### src/rtl/blit_video_if.sv
// Pixel-word and video bus between blit_disp, blit_video and the panel stage.
//   pixel_valid/pixel_data : framebuffer words from blit_disp (no backpressure)
//   dmahstart/vblank       : fetch strobes back to blit_disp
//   video_*                : serialized 1 bpp stream with DE/HSYNC/VSYNC
//   underrun/overflow      : FIFO error pulses
// master = word producer / video consumer side, slave = blit_video.
interface blit_video_if;
  logic        pixel_valid;
  logic [15:0] pixel_data;
  logic        dmahstart;
  logic        vblank;
  logic        video_ce;
  logic        video_de;
  logic        video_hs;
  logic        video_vs;
  logic        video_pix;
  logic        underrun;
  logic        overflow;

  modport master (
    output pixel_valid, pixel_data,
    input  dmahstart, vblank, video_ce, video_de, video_hs, video_vs,
           video_pix, underrun, overflow
  );

  modport slave (
    input  pixel_valid, pixel_data,
    output dmahstart, vblank, video_ce, video_de, video_hs, video_vs,
           video_pix, underrun, overflow
  );
endinterface

### src/rtl/blit_video.sv
// blit_video: video timing generator and 1 bpp pixel serializer.
// Generates hcount/vcount from a divided pixel clock enable, requests each
// active line from blit_disp with dmahstart during the previous hblank,
// buffers the returned 16-bit words in a small FIFO and shifts them out
// MSB-first with DE/HS/VS. All outputs are registered one clk after the
// ce cycle that computed them.
// Ports:
//   clk, rst : clock and synchronous active-high reset
//   bus      : blit_video_if.slave (pixel words in, strobes and video out)
module blit_video #(
  parameter int H_ACTIVE   = 800,
  parameter int H_FP       = 24,
  parameter int H_SYNC     = 72,
  parameter int H_BP       = 96,
  parameter int V_ACTIVE   = 1024,
  parameter int V_FP       = 3,
  parameter int V_SYNC     = 7,
  parameter int V_BP       = 32,
  parameter int CLK_DIV    = 1,
  parameter int FIFO_DEPTH = 64
) (
  input  logic         clk,
  input  logic         rst,
  blit_video_if.slave  bus
);
  localparam int DATA_W  = 16;
  localparam int H_TOTAL = H_ACTIVE + H_FP + H_SYNC + H_BP;
  localparam int V_TOTAL = V_ACTIVE + V_FP + V_SYNC + V_BP;
  localparam int HW      = $clog2(H_TOTAL);
  localparam int VW      = $clog2(V_TOTAL);
  localparam int DW      = (CLK_DIV > 1) ? $clog2(CLK_DIV) : 1;
  localparam int AW      = $clog2(FIFO_DEPTH);

  logic [DW-1:0]     div_q;
  logic [HW-1:0]     hcount;
  logic [VW-1:0]     vcount;
  logic [VW-1:0]     vcount_next;
  logic              ce, h_wrap, next_active, in_blank;
  logic              de_c, hs_c, vs_c, dma_c;

  logic [DATA_W-1:0] mem [FIFO_DEPTH];
  logic [AW:0]       wr_ptr, rd_ptr;
  logic [DATA_W-1:0] head;
  logic [DATA_W-1:0] shifter;
  logic              fifo_empty, fifo_full, accept, push, pop_slot, pop, flush;
  logic              fetch_open;

  logic              vld_p1, de_p1, hs_p1, vs_p1, pix_p1;
  logic              und_p1, dma_p1, vblank_p1, ovf_p1;

  assign ce          = (div_q == '0);
  assign h_wrap      = (hcount == HW'(H_TOTAL - 1));
  assign vcount_next = (vcount == VW'(V_TOTAL - 1)) ? '0 : vcount + 1'b1;
  assign next_active = (vcount_next < VW'(V_ACTIVE));
  assign in_blank    = (vcount >= VW'(V_ACTIVE));
  assign de_c        = (hcount < HW'(H_ACTIVE)) && !in_blank;
  assign hs_c        = (hcount >= HW'(H_ACTIVE + H_FP)) &&
                       (hcount <  HW'(H_ACTIVE + H_FP + H_SYNC));
  assign vs_c        = (vcount >= VW'(V_ACTIVE + V_FP)) &&
                       (vcount <  VW'(V_ACTIVE + V_FP + V_SYNC));
  assign dma_c       = ce && (hcount == HW'(H_ACTIVE - 1)) && next_active;

  assign fifo_empty  = (wr_ptr == rd_ptr);
  assign fifo_full   = (wr_ptr[AW] != rd_ptr[AW]) &&
                       (wr_ptr[AW-1:0] == rd_ptr[AW-1:0]);
  assign head        = mem[rd_ptr[AW-1:0]];

  // Words for line 0 are fetched during the last blank line, while vblank is
  // still high. Once that request has gone out, the FIFO accepts words even
  // though vblank is set; stray words earlier in the blank are discarded.
  assign accept      = !vblank_p1 || fetch_open;
  assign push        = bus.pixel_valid && accept && !fifo_full;
  assign pop_slot    = ce && de_c && (hcount[3:0] == 4'd0);
  assign pop         = pop_slot && !fifo_empty;
  // Clear the FIFO on the clk where vblank rises, resynchronising each frame.
  assign flush       = !vblank_p1 && in_blank;

  // Stage 0: pixel clock divider and raster counters
  always_ff @(posedge clk) begin
    if (rst) begin
      div_q  <= '0;
      hcount <= '0;
      vcount <= VW'(V_ACTIVE);
    end else begin
      div_q <= (div_q == DW'(CLK_DIV - 1)) ? '0 : div_q + 1'b1;
      if (ce) begin
        hcount <= h_wrap ? '0 : hcount + 1'b1;
        if (h_wrap) vcount <= vcount_next;
      end
    end
  end

  always_ff @(posedge clk) begin
    if (rst || flush) begin
      wr_ptr     <= '0;
      rd_ptr     <= '0;
      fetch_open <= 1'b0;
    end else begin
      if (push) wr_ptr <= wr_ptr + 1'b1;
      if (pop)  rd_ptr <= rd_ptr + 1'b1;
      if (dma_c && in_blank) fetch_open <= 1'b1;
    end
  end

  always_ff @(posedge clk) begin
    if (push) mem[wr_ptr[AW-1:0]] <= bus.pixel_data;
  end

  // Stage 1: registered video outputs, strobes and serializer
  always_ff @(posedge clk) begin
    if (rst) begin
      vld_p1    <= 1'b0;
      de_p1     <= 1'b0;
      hs_p1     <= 1'b0;
      vs_p1     <= 1'b0;
      pix_p1    <= 1'b0;
      und_p1    <= 1'b0;
      dma_p1    <= 1'b0;
      ovf_p1    <= 1'b0;
      vblank_p1 <= 1'b1;
      shifter   <= '0;
    end else begin
      vld_p1    <= ce;
      und_p1    <= 1'b0;
      dma_p1    <= dma_c;
      vblank_p1 <= in_blank;
      ovf_p1    <= bus.pixel_valid && accept && fifo_full;
      if (ce) begin
        de_p1 <= de_c;
        hs_p1 <= hs_c;
        vs_p1 <= vs_c;
        if (!de_c) begin
          pix_p1 <= 1'b0;
        end else if (pop_slot) begin
          if (fifo_empty) begin
            // Missing word: blank the 16 pixels, keep raster timing.
            pix_p1  <= 1'b0;
            shifter <= '0;
            und_p1  <= 1'b1;
          end else begin
            pix_p1  <= head[DATA_W-1];
            shifter <= {head[DATA_W-2:0], 1'b0};
          end
        end else begin
          pix_p1  <= shifter[DATA_W-1];
          shifter <= {shifter[DATA_W-2:0], 1'b0};
        end
      end
    end
  end

  assign bus.video_ce  = vld_p1;
  assign bus.video_de  = de_p1;
  assign bus.video_hs  = hs_p1;
  assign bus.video_vs  = vs_p1;
  assign bus.video_pix = pix_p1;
  assign bus.underrun  = und_p1;
  assign bus.dmahstart = dma_p1;
  assign bus.vblank    = vblank_p1;
  assign bus.overflow  = ovf_p1;
endmodule
### src/flat_wrapper.sv
// flat-port wrapper written by rule: the top's interface ports become plain ports
module blit_video_flat 
#(
  parameter int H_ACTIVE   = 800,
  parameter int H_FP       = 24,
  parameter int H_SYNC     = 72,
  parameter int H_BP       = 96,
  parameter int V_ACTIVE   = 1024,
  parameter int V_FP       = 3,
  parameter int V_SYNC     = 7,
  parameter int V_BP       = 32,
  parameter int CLK_DIV    = 1,
  parameter int FIFO_DEPTH = 64
)
  (clk, rst, bus_pixel_valid, bus_pixel_data, bus_dmahstart, bus_vblank, bus_video_ce, bus_video_de, bus_video_hs, bus_video_vs, bus_video_pix, bus_underrun, bus_overflow);
  blit_video_if bus_i ();
  input  logic clk;
  input  logic rst;
  input wire logic [$bits(bus_i.pixel_valid)-1:0] bus_pixel_valid;
  input wire logic [$bits(bus_i.pixel_data)-1:0] bus_pixel_data;
  output wire logic [$bits(bus_i.dmahstart)-1:0] bus_dmahstart;
  output wire logic [$bits(bus_i.vblank)-1:0] bus_vblank;
  output wire logic [$bits(bus_i.video_ce)-1:0] bus_video_ce;
  output wire logic [$bits(bus_i.video_de)-1:0] bus_video_de;
  output wire logic [$bits(bus_i.video_hs)-1:0] bus_video_hs;
  output wire logic [$bits(bus_i.video_vs)-1:0] bus_video_vs;
  output wire logic [$bits(bus_i.video_pix)-1:0] bus_video_pix;
  output wire logic [$bits(bus_i.underrun)-1:0] bus_underrun;
  output wire logic [$bits(bus_i.overflow)-1:0] bus_overflow;
  assign bus_i.pixel_valid = bus_pixel_valid;
  assign bus_i.pixel_data = bus_pixel_data;
  assign bus_dmahstart = bus_i.dmahstart;
  assign bus_vblank = bus_i.vblank;
  assign bus_video_ce = bus_i.video_ce;
  assign bus_video_de = bus_i.video_de;
  assign bus_video_hs = bus_i.video_hs;
  assign bus_video_vs = bus_i.video_vs;
  assign bus_video_pix = bus_i.video_pix;
  assign bus_underrun = bus_i.underrun;
  assign bus_overflow = bus_i.overflow;
  blit_video #(.H_ACTIVE(H_ACTIVE), .H_FP(H_FP), .H_SYNC(H_SYNC), .H_BP(H_BP), .V_ACTIVE(V_ACTIVE), .V_FP(V_FP), .V_SYNC(V_SYNC), .V_BP(V_BP), .CLK_DIV(CLK_DIV), .FIFO_DEPTH(FIFO_DEPTH)) u_core (.clk(clk), .rst(rst), .bus(bus_i));
endmodule
### config.mk
export PLATFORM = sky130hd
export DESIGN_NAME = blit_video_flat
export DESIGN_NICKNAME = d
export VERILOG_FILES = /design/src/rtl/blit_video_if.sv /design/src/rtl/blit_video.sv /design/src/flat_wrapper.sv
export SDC_FILE = /design/constraint.sdc
export NUM_CORES = 1
export LEC_CHECK = 0
export BUFFER_PORTS_ARGS = -buffer_cell sky130_fd_sc_hd__buf_2
export CAP_MARGIN = 10
export CORE_MARGIN = 5
export CORE_UTILIZATION = 57
export CTS_CLUSTER_SIZE = 14
export DETAILED_ROUTE_END_ITERATION = 16
export GPL_ROUTABILITY_DRIVEN = 0
export GPL_TIMING_DRIVEN = 1
export HOLD_SLACK_MARGIN = 0.06
export PLACE_DENSITY = 0.83
export SKIP_LAST_GASP = 1
export SLEW_MARGIN = 25
export SYNTH_ARGS = -nofsm -noshare
export SYNTH_HDL_FRONTEND = slang
export SYNTH_SLANG_ARGS = --single-unit
### constraint.sdc
create_clock -name clk -period 2.7 [get_ports clk]
set_clock_uncertainty 0.05 [all_clocks]
set_input_delay 0.27 -clock clk [delete_from_list [all_inputs] [get_ports clk]]
set_output_delay 0.27 -clock clk [all_outputs]
set_load 0.03 [all_outputs]
==> out/summary.txt <==
minimum clock period: 2.62 ns
initial cell density of the core: 57.7%
dominant cell type by area after synthesis: edfxtp_1
I/O pin count: 28
switching power: 6.51 mW
Slew @ Worst Pin: 1.01 ns
die area: 79700 um^2
sequential fraction of design power: 55.7%
Post-synth top cells: edfxtp_1 (1024), mux4_2 (254), nor2_1 (117), a22oi_1 (78), nand2_1 (70)
Total Nets Final: 2294
Clk pwr share: 43.1%
FFs w/ async S/R, synth: 0%
Initial DRT Pass Iterations: 5
Syn Area/Cell: 20.6 um^2
post-synthesis cell type count: 69
CTS tree: built
Int Power: 26.6 mW
vias per cell: 6.78
die height: 282 um
register bit total from synthesis: 1091
Final Cycle Share: 97.1%
Hold WS: 0.103 ns
outcome: finished, final reports clean
final setup violation count: 0
port bufs: 27
crit path capture type: flip-flop
post-route ant nets: 0
clk buf depth: 3
VDD IR max: 0.541 mV
first-pass GRT wire length: 152000 um
CTS root buf: clkbuf_16
Vias: 22500
post-route cell area: 48500 um^2
Clock Latency Late Sink: 0.68 ns
Non-Filler Instances: 3313
grt total ovfl: 0
width of the die: 282 um
placed cells: 3112
Ys Warns: 0
dpl ws: -0.127 ns
WP data required: 3.19 ns
Setup CP Type: reg2reg
Clock Sinks: 1091
area of the mapped netlist: 42300 um^2
total wire length: 104000 um
Final Max Slew Viols: 0
cells after synthesis: 2051
core box area: 73300 um^2
CP Max Fanout: 18
hold crit path type: in2reg
Residual DRC: 0
# H-tree levels: 3
Cell Area, Placed: 45000 um^2
largest net degree at the start of global routing: 65
vias in the first global route: 22700
number of synthesized flops with an enable pin: 1024
Top FF cell, synth: edfxtp_1
Pwr Density: 683 nW/um^2
combinational share of power: 1.2%
Area contributors post-synth: edfxtp_1 (73%), mux4_2 (14%), dfxtp_1 (3.2%)
clock-pin slew on the worst setup and hold paths: 0.07 ns
RSZ-0062 raised after global routing: yes
Iter 0 DRT Violations: 3156
Max Clock Freq: 0.381 GHz
post-DR wirelength/cell: 31.4 um
Filler cells: 4375
clock buffer count from CTS: 104
Sw Share: 19.6%
# rows: 99
setup ws final: 0.0772 ns
startpoint types: flip-flop
Total GRT Usage: 26.1%
P_leak: 15.0 nW
max cap viols: 0
initial antenna violation count: 1
arrival time at the worst endpoint: 3.12 ns
Seq/Total Area, Yosys: 75.9%
top-count cell post-synth: edfxtp_1
final hold vios: 0
ratio of cells with drive above 1 in the final layout: 29.4%
Slew headroom: 32.7%
DP HPWL: 59900 um
synthesized net count: 2076
Area Overhead vs Synth: 14.8%
area fraction of the dominant cell type after synthesis: 72.7%
layer usage:
layer | share of wire [%] | global-route usage [%]
met5 | 0 | 0
met3 | 10 | 5.27
met1 | 36 | 35.4
met2 | 50 | 42.9
met4 | 4.4 | 9.86
flip-flops by register name, summed over array words and instances (netlist names), 7 cells and up, named ones only:
signal and count:
u_core.shifter 15, u_core.wr_ptr 7, u_core.hcount 10, u_core.rd_ptr 7, u_core.vcount 11, u_core.mem 1024
critical path: stages (launching register included):
cell,delay (ns)
dfxtp_4,0.54
buf_12,0.24
buf_4,0.20
mux4_2,0.50
a22oi_1,0.32
nand2_1,0.10
a22oi_1,0.36
a41oi_1,0.16
kinds of logic after synthesis:
kind of cell	after synthesis	synth area share [%]
fa+ha+maj	6	0.178
buf+inv	130	1.44
simple gates	263	2.88
flops	1091	75.9
xor+xnor	34	0.704
compound gates	198	3.55
other cells	1	0.00887
mux	328	15.4
cell type report:
class,count,area (um^2),area share [%]
Inverter,16,60.1,0.124
Clock buffer,124,2700,5.56
Clock inverter,66,643,1.32
Multi-Input combinational cell,830,9660,19.9
Sequential cell,1091,32100,66.1
Timing Repair Buffer,226,2170,4.47
Tap cell,959,1200,2.47
Antenna cell,1,2.50,0.00516
final timing paths:
kind / startpoint / end / cells after the start / slack, ns
max: flip-flop / u_core.shifter[8]$_SDFFE_PP0P_ / 7 / 0.08
min reg2reg: u_core.bus.video_de$_SDFFE_PP0N_ / u_core.bus.video_de$_SDFFE_PP0N_ / 2 / 0.43
min: bus_pixel_data[0] / u_core.mem[21][0]$_DFFE_PP_ / 1 / 0.10
max reg2reg: flip-flop / u_core.shifter[8]$_SDFFE_PP0P_ / 7 / 0.08
cells in the final DEF (no fill, tap or decap), drive strengths merged, types with 8 or more instances in the layout:
cell    count
inv        18
dfxtp      67
mux4      254
edfxtp   1024
o211ai     22
nor2      117
mux2i      49
a211oi      8
clkbuf    125
clkinv     47
nand3      18
xor2       11
nand4      12
nand2      70
a41oi      11
a21oi      26
xnor2      23
nor4       10
a22oi      78
o21ai      17
mux2       25
bufinv     10
buf       221
per-stage QoR:
stage	util, %	power (mW)	setup TNS (ns)
after CTS	66.1	33.3	0
final	66.2	33.1	0
after floorplan	-	18.9	-32.16
after global routing	66.2	34.1	-0.0217
after detailed placement	61.4	19.2	-0.148
after global placement	61.4	19.2	-0.0237
repair_timing:
item | CTS | global route
pin swaps | 0 | 1
hold endpoints to repair | 36 | 0
buffers inserted | 5 | 0
hold buffers | 4 | 0
resized for setup | 2 | 10
setup endpoints to repair | 4 | 685
gates cloned | 0 | 1
power by group through the flow:
stage,clock [mW],sequential [mW],combinational (mW)
after floorplan,0,18.8,0.0403
after global placement,0,18.8,0.348
after detailed placement,0,18.8,0.379
after CTS,14.4,18.5,0.385
after global routing,15.2,18.5,0.410
final,14.3,18.5,0.393
Power figures use the tool's default switching activity.
